<file path="src/rtl/elevator_door_ctrl.sv">
// Cabin door sequencer: opens on car arrival, dwells, closes, and reopens on hold.
// Reports door_closed as the move-permit and drives chime, nudge and overload alarm.
module elevator_door_ctrl #(
    parameter int unsigned MOVE_CYCLES  = 4,
    parameter int unsigned DWELL_CYCLES = 10,
    parameter int unsigned MAX_REOPEN   = 3,
    parameter int unsigned CNT_W        = 8
) (
    input  logic       clk,
    input  logic       rst,
    input  logic       complete,
    input  logic [2:0] out_floor,
    input  logic       over_weight,
    input  logic       obstruct,
    input  logic       open_btn,
    input  logic       close_btn,
    output logic       open_cmd,
    output logic       close_cmd,
    output logic       door_closed,
    output logic [1:0] door_state,
    output logic [2:0] arrive_floor,
    output logic       chime,
    output logic       nudge,
    output logic       alarm
);

    typedef enum logic [1:0] {
        ST_CLOSED  = 2'd0,
        ST_OPENING = 2'd1,
        ST_OPEN    = 2'd2,
        ST_CLOSING = 2'd3
    } door_state_e;

    localparam int unsigned RO_W = (MAX_REOPEN < 1) ? 1 : $clog2(MAX_REOPEN + 1);

    localparam logic [CNT_W-1:0] MOVE_LOAD  = CNT_W'(MOVE_CYCLES - 1);
    localparam logic [CNT_W-1:0] DWELL_LOAD = CNT_W'(DWELL_CYCLES - 1);
    localparam logic [CNT_W-1:0] CNT_ONE    = CNT_W'(1);
    localparam logic [RO_W-1:0]  RO_MAX     = RO_W'(MAX_REOPEN);
    localparam logic [RO_W-1:0]  RO_ONE     = RO_W'(1);

    door_state_e      state_q, state_d;
    logic [CNT_W-1:0] cnt_q, cnt_d;
    logic [RO_W-1:0]  reopen_q, reopen_d;
    logic             complete_q;
    logic             arrival;
    logic             hold;
    logic             capture_floor;
    logic             cnt_zero;

    assign arrival  = complete & ~complete_q;
    assign hold     = obstruct | open_btn | over_weight;
    assign cnt_zero = (cnt_q == '0);

    // NOTE: every signal driven here gets a default first, so no path leaves it unassigned and no latch is inferred.
    always_comb begin
        state_d       = state_q;
        cnt_d         = cnt_q;
        reopen_d      = reopen_q;
        capture_floor = 1'b0;

        case (state_q)
            ST_CLOSED: begin
                if (arrival) begin
                    state_d       = ST_OPENING;
                    cnt_d         = MOVE_LOAD;
                    capture_floor = 1'b1;
                end else if (open_btn && complete) begin
                    state_d = ST_OPENING;
                    cnt_d   = MOVE_LOAD;
                end
            end

            ST_OPENING: begin
                if (cnt_zero) begin
                    state_d = ST_OPEN;
                    cnt_d   = DWELL_LOAD;
                end else begin
                    cnt_d = cnt_q - CNT_ONE;
                end
            end

            ST_OPEN: begin
                // A hold always wins over the close button.
                if (hold) begin
                    cnt_d = DWELL_LOAD;
                end else if (close_btn || cnt_zero) begin
                    state_d = ST_CLOSING;
                    cnt_d   = MOVE_LOAD;
                end else begin
                    cnt_d = cnt_q - CNT_ONE;
                end
            end

            ST_CLOSING: begin
                if (hold) begin
                    state_d = ST_OPENING;
                    cnt_d   = MOVE_LOAD;
                    if (reopen_q != RO_MAX) begin
                        reopen_d = reopen_q + RO_ONE;
                    end
                end else if (cnt_zero) begin
                    state_d  = ST_CLOSED;
                    reopen_d = '0;
                end else begin
                    cnt_d = cnt_q - CNT_ONE;
                end
            end

            default: begin
                state_d  = ST_CLOSED;
                cnt_d    = '0;
                reopen_d = '0;
            end
        endcase
    end

    // complete_q resets high so a car already parked at reset never looks like an arrival.
    // NOTE: state is updated with non-blocking assignments so all registers sample pre-edge values.
    always_ff @(posedge clk) begin
        if (rst) begin
            state_q      <= ST_CLOSED;
            cnt_q        <= '0;
            reopen_q     <= '0;
            complete_q   <= 1'b1;
            arrive_floor <= '0;
            chime        <= 1'b0;
            alarm        <= 1'b0;
        end else begin
            state_q    <= state_d;
            cnt_q      <= cnt_d;
            reopen_q   <= reopen_d;
            complete_q <= complete;
            chime      <= capture_floor;
            alarm      <= over_weight & (state_q != ST_CLOSED);
            if (capture_floor) begin
                arrive_floor <= out_floor;
            end
        end
    end

    assign door_state  = state_q;
    assign open_cmd    = (state_q == ST_OPENING);
    assign close_cmd   = (state_q == ST_CLOSING);
    assign door_closed = (state_q == ST_CLOSED);
    assign nudge       = (reopen_q == RO_MAX);

endmodule

</file>
<file path="config.mk">
export PLATFORM = sky130hd
export DESIGN_NAME = elevator_door_ctrl
export DESIGN_NICKNAME = d
export VERILOG_FILES = /design/src/rtl/elevator_door_ctrl.sv
export SDC_FILE = /design/constraint.sdc
export NUM_CORES = 1
export LEC_CHECK = 0
export ABC_CLOCK_PERIOD_IN_PS = 2200
export BUFFER_PORTS_ARGS = -buffer_cell sky130_fd_sc_hd__buf_2
export CAP_MARGIN = 20
export CORE_MARGIN = 2
export CORE_UTILIZATION = 31
export CTS_CLUSTER_SIZE = 24
export DETAILED_ROUTE_END_ITERATION = 7
export MAX_ROUTING_LAYER = met4
export PLACE_DENSITY = 0.49
export SYNTH_ARGS = -nofsm -noshare
export SYNTH_HDL_FRONTEND = slang
export SYNTH_SLANG_ARGS = --single-unit
</file>
<file path="constraint.sdc">
create_clock -name clk -period 2.2 [get_ports clk]
set_input_delay 0.22 -clock clk [delete_from_list [all_inputs] [get_ports clk]]
set_output_delay 0.22 -clock clk [all_outputs]
set_load 0.02 [all_outputs]
</file>
Yosys cells after proc, flatten, opt, wreduce, memory -nomap -nowiden. Index checks and enable logic that the tools add are counted.

Flip-flop bits (word level): 18. Input bits: 10. Output and inout port bits: 11. Word-level logic and storage cells: 55.

$add $sub $neg: 2. Equal/unequal tests: 12. Multiplexer cells: 20. Bitwise gates (word level): 5. Reduce and logical (&&, ||, !) cells: 9.

Operator list (count): $mux 8 (7); $pmux 8 s4 (1); $mux 2 (9); $logic_not 8->1 (1); $pmux 2 s4 (1); $sub 8x1->8 const B (1); $eq 2x2->1 const B (3); $ne 2x2->1 const B (3); $ne 3x1->1 const B (2); $reduce_and 5->1 (1); $ne 2x1->1 const B (2); $reduce_bool 2->1 (2); $ne 3x3->1 const B (1); $reduce_and 3->1 (1); $add 2x1->2 const B (1); $and 1x1->1 (2); $eq 2x1->1 const B (1); $logic_not 2->1 (1); $mux 1 (2); $or 1x1->1 (2); $reduce_and 2->1 (1); $logic_and 1x1->1 (1); $logic_or 1x1->1 (1); $not 1->1 (1).

Longest topological paths before layout. Gate-level depths: netlist (run 1).

Word-level depth: 5. Gate-level depth with buffers: 8. Mapped depth without buffers: 7.

Worst setup path after synthesis (run 1). Ideal clock, no wire load.

Kind: reg2reg. Start: register state_q[1] (netlist: door_state[1]). End: register cnt_q[7]. Library setup time: 0.058 ns. Arrival: 2.193 ns. Required time: 2.142 ns. Slack: -0.051 ns. Cell stages (with the launch flop): 7. Buffers on the path: 0. Clock period less this slack: 2.251 ns. Path through: dfxtp_1 -> ha_1 -> nor4b_4 -> a211oi_1 -> a2111o_1 -> nor4_1 -> a211o_1.

Cells in the longest elaborated chain, start to end: 3. Elaborated cells between the ends (all ways): 8. Those cells by class: 5 x eq/ne; 1 x mux; 2 x reduce/logical.

RTL lines: start, declared (line 42) `door_state_e state_q, state_d;`; start signal, assigned (line 130) `state_q <= state_d;`; $eq 2x2->1 *; via close_cmd (line 18) `output logic close_cmd,`; $ne 3x3->1 (no source line); $reduce_and 2->1 (no source line); end signal, assigned (line 131) `cnt_q <= cnt_d;`; end, declared (line 43) `logic [CNT_W-1:0] cnt_q, cnt_d;`.

The timed path passes the listed nets; every way through them passes the cells marked *. A chain may end at the register's enable or synchronous reset.

Worst setup path after layout (run 1).
Start: register cnt_q[0]. End: register state_q[0] (netlist: door_state[0]).

Cells in the longest elaborated chain, start to end: 4. Elaborated cells between the ends (all ways): 6. Those cells by class: 3 x eq/ne; 3 x reduce/logical.

RTL lines: $logic_not 8->1 * (line 53) `assign cnt_zero = (cnt_q == '0);`; $logic_or 1x1->1 (line 87) `end else if (close_btn || cnt_zero) begin`; $ne 2x2->1 (no source line); $reduce_and 5->1 (no source line) *.

Every way passes the cells marked *; elsewhere a longest branch is shown, timed or not.

==> reports/qor.txt, run 1 <==
=====================================================================================
Endpoints failing setup ................................................            0
DRC Markers ............................................................            0
Worst Path Max Fanout ..................................................            7
Vias per cell ..........................................................         5.52
Endpoint kind of the worst setup timing path ...........................         flop
Clock Skews ............................................................   0.00677 ns
Number of fillers in the final layout ..................................          373
Element type at the critical path start ................................         flop
Total power draw .......................................................      1.53 mW
Number of top-level pins ...............................................           21
Number of violations of the max-capacitance limit ......................            0
Longest Clk Path Bufs ..................................................            2
Cell accounting for the most synthesized area .......................... sky130_fd_sc_hd__dfxtp_1
Synthesized cell area ..................................................    1080 um^2
Setup repair after global routing missed its margin ....................        false
Area overhead of the layout relative to synthesis ......................        20.8%
Share of Yosys cell area claimed by the top area cell type .............        0.334
Critical path's top delay family ....................................... simple AND/OR/NAND/NOR gates
Total gr overflow ......................................................            0
Placeable core region ..................................................    3340 um^2
Iter 0 DRT Violations ..................................................           41
Sequential element share of the synthesized area .......................        0.334
DP HPWL ................................................................      2.06 mm
Initial antenna violation count ........................................            0
Endpoint of the most critical register-to-register path ................ door_state[0]$_SDFFE_PP0P_
Largest net degree at the start of global routing ......................           22
Maximum single-stage delay on the critical path ........................      0.45 ns
Worst hold path endpoint ............................................... complete_q$_SDFF_PP1_
Instance area at placement .............................................    1260 um^2
Number of cells produced by synthesis ..................................          128
Mean cell area of the mapped netlist ...................................    8.43 um^2
Crit Path Class ........................................................   reg -> reg
Nets ...................................................................          170
Number of hold buffers added after cts .................................            0
Total number of vias ...................................................        1,098
Power per cell area .................................................... 1170 nW/um^2
Die height .............................................................      63.0 um
Maximum clock frequency ................................................      480 MHz
Number of routed nets with antenna violations ..........................            0
Largest voltage drop on the vdd net ....................................     0.471 mV
Hold Crit Depth ........................................................            2
Global routing usage summed across all routing layers ..................        0.149
Most instantiated flip-flop cell in the synthesis netlist .............. sky130_fd_sc_hd__dfxtp_1
Worst Path Buf+Inv .....................................................            1
Fin. Hold Viols ........................................................            0
Number of flops mapped to enable cells by yosys ........................            0
Number of distinct library cells after synthesis .......................           45
Area of the die ........................................................    3970 um^2
Length in cells of the worst reg-to-reg path ...........................            7
CP Depth ...............................................................            7
Number of diodes .......................................................            0
Num rows ...............................................................           21
Routed len/inst ........................................................      14.2 um
H-Tree Level Count .....................................................            1
Wire length of the first global-routing pass ...........................      4.53 mm
Multi-input logic area .................................................     684 um^2
Final Instance Area ....................................................    1300 um^2
Syn. warnings ..........................................................            0
Slowest-stage cell, CP ................................................. sky130_fd_sc_hd__or3b_4
Via count of the first global-routing pass .............................          976
Count of clock tree sinks ..............................................           18
Data required, critical path ...........................................      2.44 ns
Clock tree from TritonCTS ..............................................        built
Most area-consuming cells after synthesis .............................. sky130_fd_sc_hd__dfxtp_1 (33%), sky130_fd_sc_hd__ha_1 (7.0%), sky130_fd_sc_hd__a21oi_1 (5.1%)
Worst hold start .......................................................     complete
Master cell of the clock root buffer ................................... sky130_fd_sc_hd__clkbuf_4
Outcome ................................................................    completed
Area taken by flip-flops and latches ...................................     360 um^2
Worst path cell trace .................................................. inv_1 -> ha_1 -> or3b_4 -> o21ai_1 -> nand4b_1 -> or3_1 -> o31ai_1
Minimum period implied by the final worst setup slack ..................      2.08 ns
Period utilisation layout ..............................................        0.947
TritonCTS Buffers ......................................................            3
Number of synthesized register bits ....................................           18
Tightest slew margin relative to the limit .............................        0.644
Final WS setup .........................................................     0.116 ns
Leakage dissipation ....................................................     0.545 nW
Worst Tran Pin Value ...................................................     0.533 ns
Fraction of final layout cells with drive strength greater than 1 ......        0.248
Horizontal die dimension ...............................................      63.0 um
Worst reg-to-reg setup slack ...........................................      0.12 ns
Launch point of the worst reg-to-reg path .............................. cnt_q[0]$_SDFFE_PP0P_
Dpl ws .................................................................     0.117 ns
Slew Limit Fails .......................................................            0
Synth async-reset ratio ................................................            0
Post-synthesis net count ...............................................          144
Data arrival at the endpoint of the critical path ......................      2.32 ns
Initial cell density of the core .......................................        0.323
Accumulated negative setup slack .......................................         0 ns
Type of the most critical hold path ....................................    in -> reg
DRT Pass-1 Iters .......................................................            4
IO buf count ...........................................................           20
Hold Worst Slack .......................................................     0.136 ns
Postcts setup bufs .....................................................            0
Total length of routed wires ...........................................      2.84 mm
Insertion delay to the later sink of the worst-skew pair ...............      0.31 ns
CTS-repair resized insts ...............................................            0
Clock-pin slew of the registers on the worst-case setup and hold paths .      0.12 ns
RePlAce Congestion .....................................................        0.865
=====================================================================================
## cell type report
type                            count  share of cell area
Clock buffer                        4              0.0279
Inverter                            5              0.0144
Multi-Input combinational cell    100               0.525
Sequential cell                    18               0.277
Tap cell                           46              0.0442
Timing Repair Buffer               26               0.111
## worst max-delay path by stage
stage | slack [ns] | endpoint | startpoint
final | 0.12 | door_state[0]$_SDFFE_PP0P_ | cnt_q[0]$_SDFFE_PP0P_
after global routing | 0.02 | door_state[0]$_SDFFE_PP0P_ | cnt_q[0]$_SDFFE_PP0P_
after CTS | 0.08 | door_state[0]$_SDFFE_PP0P_ | cnt_q[0]$_SDFFE_PP0P_
after detailed placement | 0.12 | door_state[0]$_SDFFE_PP0P_ | cnt_q[0]$_SDFFE_PP0P_
after global placement | 0.13 | door_state[0]$_SDFFE_PP0P_ | cnt_q[0]$_SDFFE_PP0P_
after floorplan | 0.05 | cnt_q[7]$_SDFFE_PP0P_ | door_state[1]$_SDFFE_PP0P_
## state kept, by name, summed over array words and instances, names as in the netlist
name,flops
cnt_q,8
reopen_q,2
chime,1
alarm,1
arrive_floor,3
door_state,2
complete_q,1
## kinds of logic after synthesis
logic type / count (synthesis) / synth area share
buf+inv: 10 / 0.0360
xor+xnor: 1 / 0.00812
flops: 18 / 0.334
mux: 4 / 0.0371
fa+ha+maj: 6 / 0.0696
compound gates: 39 / 0.236
simple gates: 50 / 0.280
## metrics by stage
step / std cells / utilization
floorplan: 128 / -
CTS: 199 / 0.390
detailed placement: 195 / 0.379
global placement: 195 / 0.379
global route: 199 / 0.390
finish: 199 / 0.390
## worst register-to-register path, cell delays in order (launching register included)
cell	delay, ns
sky130_fd_sc_hd__dfxtp_1	0.34
sky130_fd_sc_hd__inv_1	0.11
sky130_fd_sc_hd__ha_1	0.21
sky130_fd_sc_hd__or3b_4	0.45
sky130_fd_sc_hd__o21ai_1	0.23
sky130_fd_sc_hd__nand4b_1	0.21
sky130_fd_sc_hd__or3_1	0.39
sky130_fd_sc_hd__o31ai_1	0.06
## layer usage
metal / share of wire / vias up / track usage
met4: 0.022 / 0 / 0.0583
met1: 0.43 / 529 / 0.178
met2: 0.50 / 33 / 0.253
li1: - / 527 / -
met3: 0.050 / 9 / 0.0216
met5: 0 / - / -
## synth_stat cells (all sizes together) (2+ instances only)
cell,count
dfxtp,18
nor2,15
a21oi,11
o21ai,10
nand2,7
ha,6
inv,5
nor4,5
mux2i,4
clkbuf,3
nor2b,3
nor3,3
o22ai,3
or3,3
a211oi,2
a21boi,2
a21o,2
a311oi,2
buf,2
nand3b,2
nor3b,2
or4,2
## power breakdown
| part | switching, mW | total (mW) | leakage (nW) | internal, mW |
|---|---|---|---|---|
| combinational | 0.508 | 0.866 | 0.377 | 0.359 |
| sequential | 0.0613 | 0.445 | 0.147 | 0.384 |
| clock | 0.117 | 0.219 | 0.0210 | 0.101 |
| total | 0.686 | 1.53 | 0.545 | 0.844 |
## placed cells by master, fill, tap and decap left out, drive strengths merged, types with 4 or more instances in the layout
master	synthesis	routed
nand2	7	7
nor4	5	5
buf	2	26
inv	5	5
mux2i	4	4
o21ai	10	10
dfxtp	18	18
clkbuf	3	4
ha	6	6
a21oi	11	11
nor2	15	15
Note: power is estimated with default switching activity, not from simulation.
==> run 2: changes to the inputs <==
--- a/config.mk
+++ b/config.mk
@@ -5,7 +5,7 @@
 export SDC_FILE = /design/constraint.sdc
 export NUM_CORES = 1
 export LEC_CHECK = 0
-export ABC_CLOCK_PERIOD_IN_PS = 2200
+export ABC_CLOCK_PERIOD_IN_PS = 1900
 export BUFFER_PORTS_ARGS = -buffer_cell sky130_fd_sc_hd__buf_2
 export CAP_MARGIN = 20
 export CORE_MARGIN = 2
@@ -13,7 +13,7 @@
 export CTS_CLUSTER_SIZE = 24
 export DETAILED_ROUTE_END_ITERATION = 7
 export MAX_ROUTING_LAYER = met4
-export PLACE_DENSITY = 0.49
+export PLACE_DENSITY = 0.51
 export SYNTH_ARGS = -nofsm -noshare
 export SYNTH_HDL_FRONTEND = slang
 export SYNTH_SLANG_ARGS = --single-unit
==> constraint.sdc (replaced) <==
create_clock -name clk -period 1.9 [get_ports clk]
set_input_delay 0.19 -clock clk [delete_from_list [all_inputs] [get_ports clk]]
set_output_delay 0.19 -clock clk [all_outputs]
set_load 0.02 [all_outputs]
==> run 2 against run 1 <==
  * Sequential share of layout area decreased by 2.9 points
  * Clock power grew 12%
  * First-iteration DRC count rose by 20%
  * Critical path type unchanged
  * Critical endpoint is now cnt_q[7]$_SDFFE_PP0P_
  * Largest cell class unchanged
==> reports/qor.txt, run 2 (synthesis results as in run 1) <==
=====================================================================================
Outcome ................................................................    completed
Clock Skews ............................................................    0.0107 ns
Fin. Hold Viols ........................................................            0
Placed cells ...........................................................          208
Endpoints failing setup ................................................            0
Area overhead of the layout relative to synthesis ......................        36.9%
Area taken by flip-flops and latches ...................................     365 um^2
Total gr overflow ......................................................            0
Flip-flop count of the largest register after layout ...................            8
Routed len/inst ........................................................      13.7 um
Total length of routed wires ...........................................      2.91 mm
Crit Path Class ........................................................   reg -> reg
H-Tree Level Count .....................................................            1
Global routing usage summed across all routing layers ..................        0.154
Initial cell density of the core .......................................        0.323
Type of the most critical hold path ....................................    in -> reg
Setup repair after global routing missed its margin ....................         true
Instance area at placement .............................................    1380 um^2
Number of routed nets with antenna violations ..........................            0
Number of diodes .......................................................            0
Maximum clock frequency ................................................      539 MHz
Worst Path Buf+Inv .....................................................            1
Total power draw .......................................................      2.04 mW
Total number of vias ...................................................        1,097
Leakage dissipation ....................................................     0.625 nW
Count of clock tree sinks ..............................................           18
Clock-pin slew of the registers on the worst-case setup and hold paths .      0.12 ns
Number of fillers in the final layout ..................................          343
Final core utilization .................................................        0.442
DP HPWL ................................................................      2.21 mm
Final Instance Area ....................................................    1480 um^2
Die height .............................................................      63.0 um
Worst Tran Pin Value ...................................................     0.394 ns
Insertion delay to the later sink of the worst-skew pair ...............      0.30 ns
Leading cell type in the layout, fill and taps excluded ................ sky130_fd_sc_hd__buf_2
Accumulated negative setup slack .......................................         0 ns
Final cell count without fillers .......................................          212
Slew Limit Fails .......................................................            0
DRT Pass-1 Iters .......................................................            4
Register with the most flip-flops ......................................        cnt_q
Placeable core region ..................................................    3340 um^2
Endpoint kind of the worst setup timing path ...........................         flop
Slowest-stage cell, CP ................................................. sky130_fd_sc_hd__or3b_4
Data arrival at the endpoint of the critical path ......................      2.05 ns
Commonest non-fill, non-tap cells in the layout ........................ sky130_fd_sc_hd__buf_2 (20), sky130_fd_sc_hd__buf_4 (18), sky130_fd_sc_hd__nor2_1 (14), sky130_fd_sc_hd__dfxtp_1 (14), sky130_fd_sc_hd__a21oi_1 (10)
Clock tree from TritonCTS ..............................................        built
Longest Clk Path Bufs ..................................................            2
Multi-input logic area .................................................     752 um^2
Initial antenna violation count ........................................            0
Horizontal die dimension ...............................................      63.0 um
Maximum single-stage delay on the critical path ........................      0.44 ns
Number of violations of the max-capacitance limit ......................            0
Critical path's top delay family ....................................... simple AND/OR/NAND/NOR gates
Area of the die ........................................................    3970 um^2
Data required, critical path ...........................................      2.10 ns
TritonCTS Buffers ......................................................            3
Number of top-level pins ...............................................           21
Element type at the critical path start ................................         flop
DRC Markers ............................................................            0
RePlAce Congestion .....................................................        0.790
Period utilisation layout ..............................................        0.976
Fraction of final layout cells with drive strength greater than 1 ......        0.410
Num rows ...............................................................           21
Worst path cell trace .................................................. inv_2 -> ha_4 -> or3b_4 -> nor2_4 -> a2111o_1 -> nor4_2 -> a211o_1
Iter 0 DRT Violations ..................................................           49
Largest net degree at the start of global routing ......................           15
Power per cell area .................................................... 1380 nW/um^2
IO buf count ...........................................................           20
Via count of the first global-routing pass .............................        1,019
Wire length of the first global-routing pass ...........................      4.77 mm
Worst Path Max Fanout ..................................................            7
Biggest registers after layout ......................................... cnt_q: 8 flops, arrive_floor: 3 flops
Nets ...................................................................          183
Minimum period implied by the final worst setup slack ..................      1.85 ns
Largest voltage drop on the vdd net ....................................     0.526 mV
Master cell of the clock root buffer ................................... sky130_fd_sc_hd__clkbuf_4
Tightest slew margin relative to the limit .............................        0.735
Vias per cell ..........................................................         5.17
=====================================================================================
==> run 2: where the power goes <==
| group | internal [mW] | switching (mW) | total (mW) |
|---|---|---|---|
| logic | 0.588 | 0.697 | 1.29 |
| registers | 0.452 | 0.0593 | 0.511 |
| clock network | 0.117 | 0.129 | 0.245 |
| total | 1.16 | 0.885 | 2.04 |
==> run 2: through the flow <==
step | setup WS [ns] | hold slack [ns]
2_1_floorplan | -0.0157 | 0.297
3_3_place_gp | -0.00394 | 0.415
3_5_place_dp | -0.0416 | 0.418
4_1_cts | 0.0184 | 0.108
5_1_grt | -0.0493 | 0.121
6_report | 0.0455 | 0.126
==> run 2: worst paths after layout <==
path | start | to | slack (ns) | depth (start not counted)
hold / removal | out_floor[0] | arrive_floor[0]$_SDFFE_PP0P_ | 0.13 | 3
hold reg to reg | reopen_q[1]$_SDFFE_PP0P_ | reopen_q[1]$_SDFFE_PP0P_ | 0.47 | 2
setup / recovery | cnt_q[0]$_SDFFE_PP0P_ | cnt_q[7]$_SDFFE_PP0P_ | 0.05 | 7
setup reg to reg | cnt_q[0]$_SDFFE_PP0P_ | cnt_q[7]$_SDFFE_PP0P_ | 0.05 | 7
==> run 2: layout make-up <==
class,instances,share of cell area
sequential,18,0.247
timing repair buffer,39,0.167
tap,46,0.0390
clock buffer,4,0.0246
multi-input combinational,100,0.509
inverter,5,0.0127
==> run 2: worst register-to-register path, cell delays in order (launching register included) <==
cell and delay, ns:
sky130_fd_sc_hd__dfxtp_2 0.34, sky130_fd_sc_hd__inv_2 0.07, sky130_fd_sc_hd__ha_4 0.12, sky130_fd_sc_hd__or3b_4 0.44
sky130_fd_sc_hd__nor2_4 0.18, sky130_fd_sc_hd__a2111o_1 0.26, sky130_fd_sc_hd__nor4_2 0.07, sky130_fd_sc_hd__a211o_1 0.27
==> run 2: timing repair <==
action | in CTS | in global routing
setup endpoints to repair | 5 | 10
gates cloned | 0 | 0
buffers inserted | 0 | 0
resized for setup | 2 | 16
hold buffers | 0 | 0
pin swaps | 0 | 9
==> run 2: routing by layer <==
metal	global-route usage	wire [um]	vias up	share of wire
met5	-	0	-	0
met2	0.242	1410	22	0.48
met1	0.211	1400	513	0.48
met3	0.0216	91	2	0.031
li1	-	-	560	-
met4	0.0333	12	0	0.0041
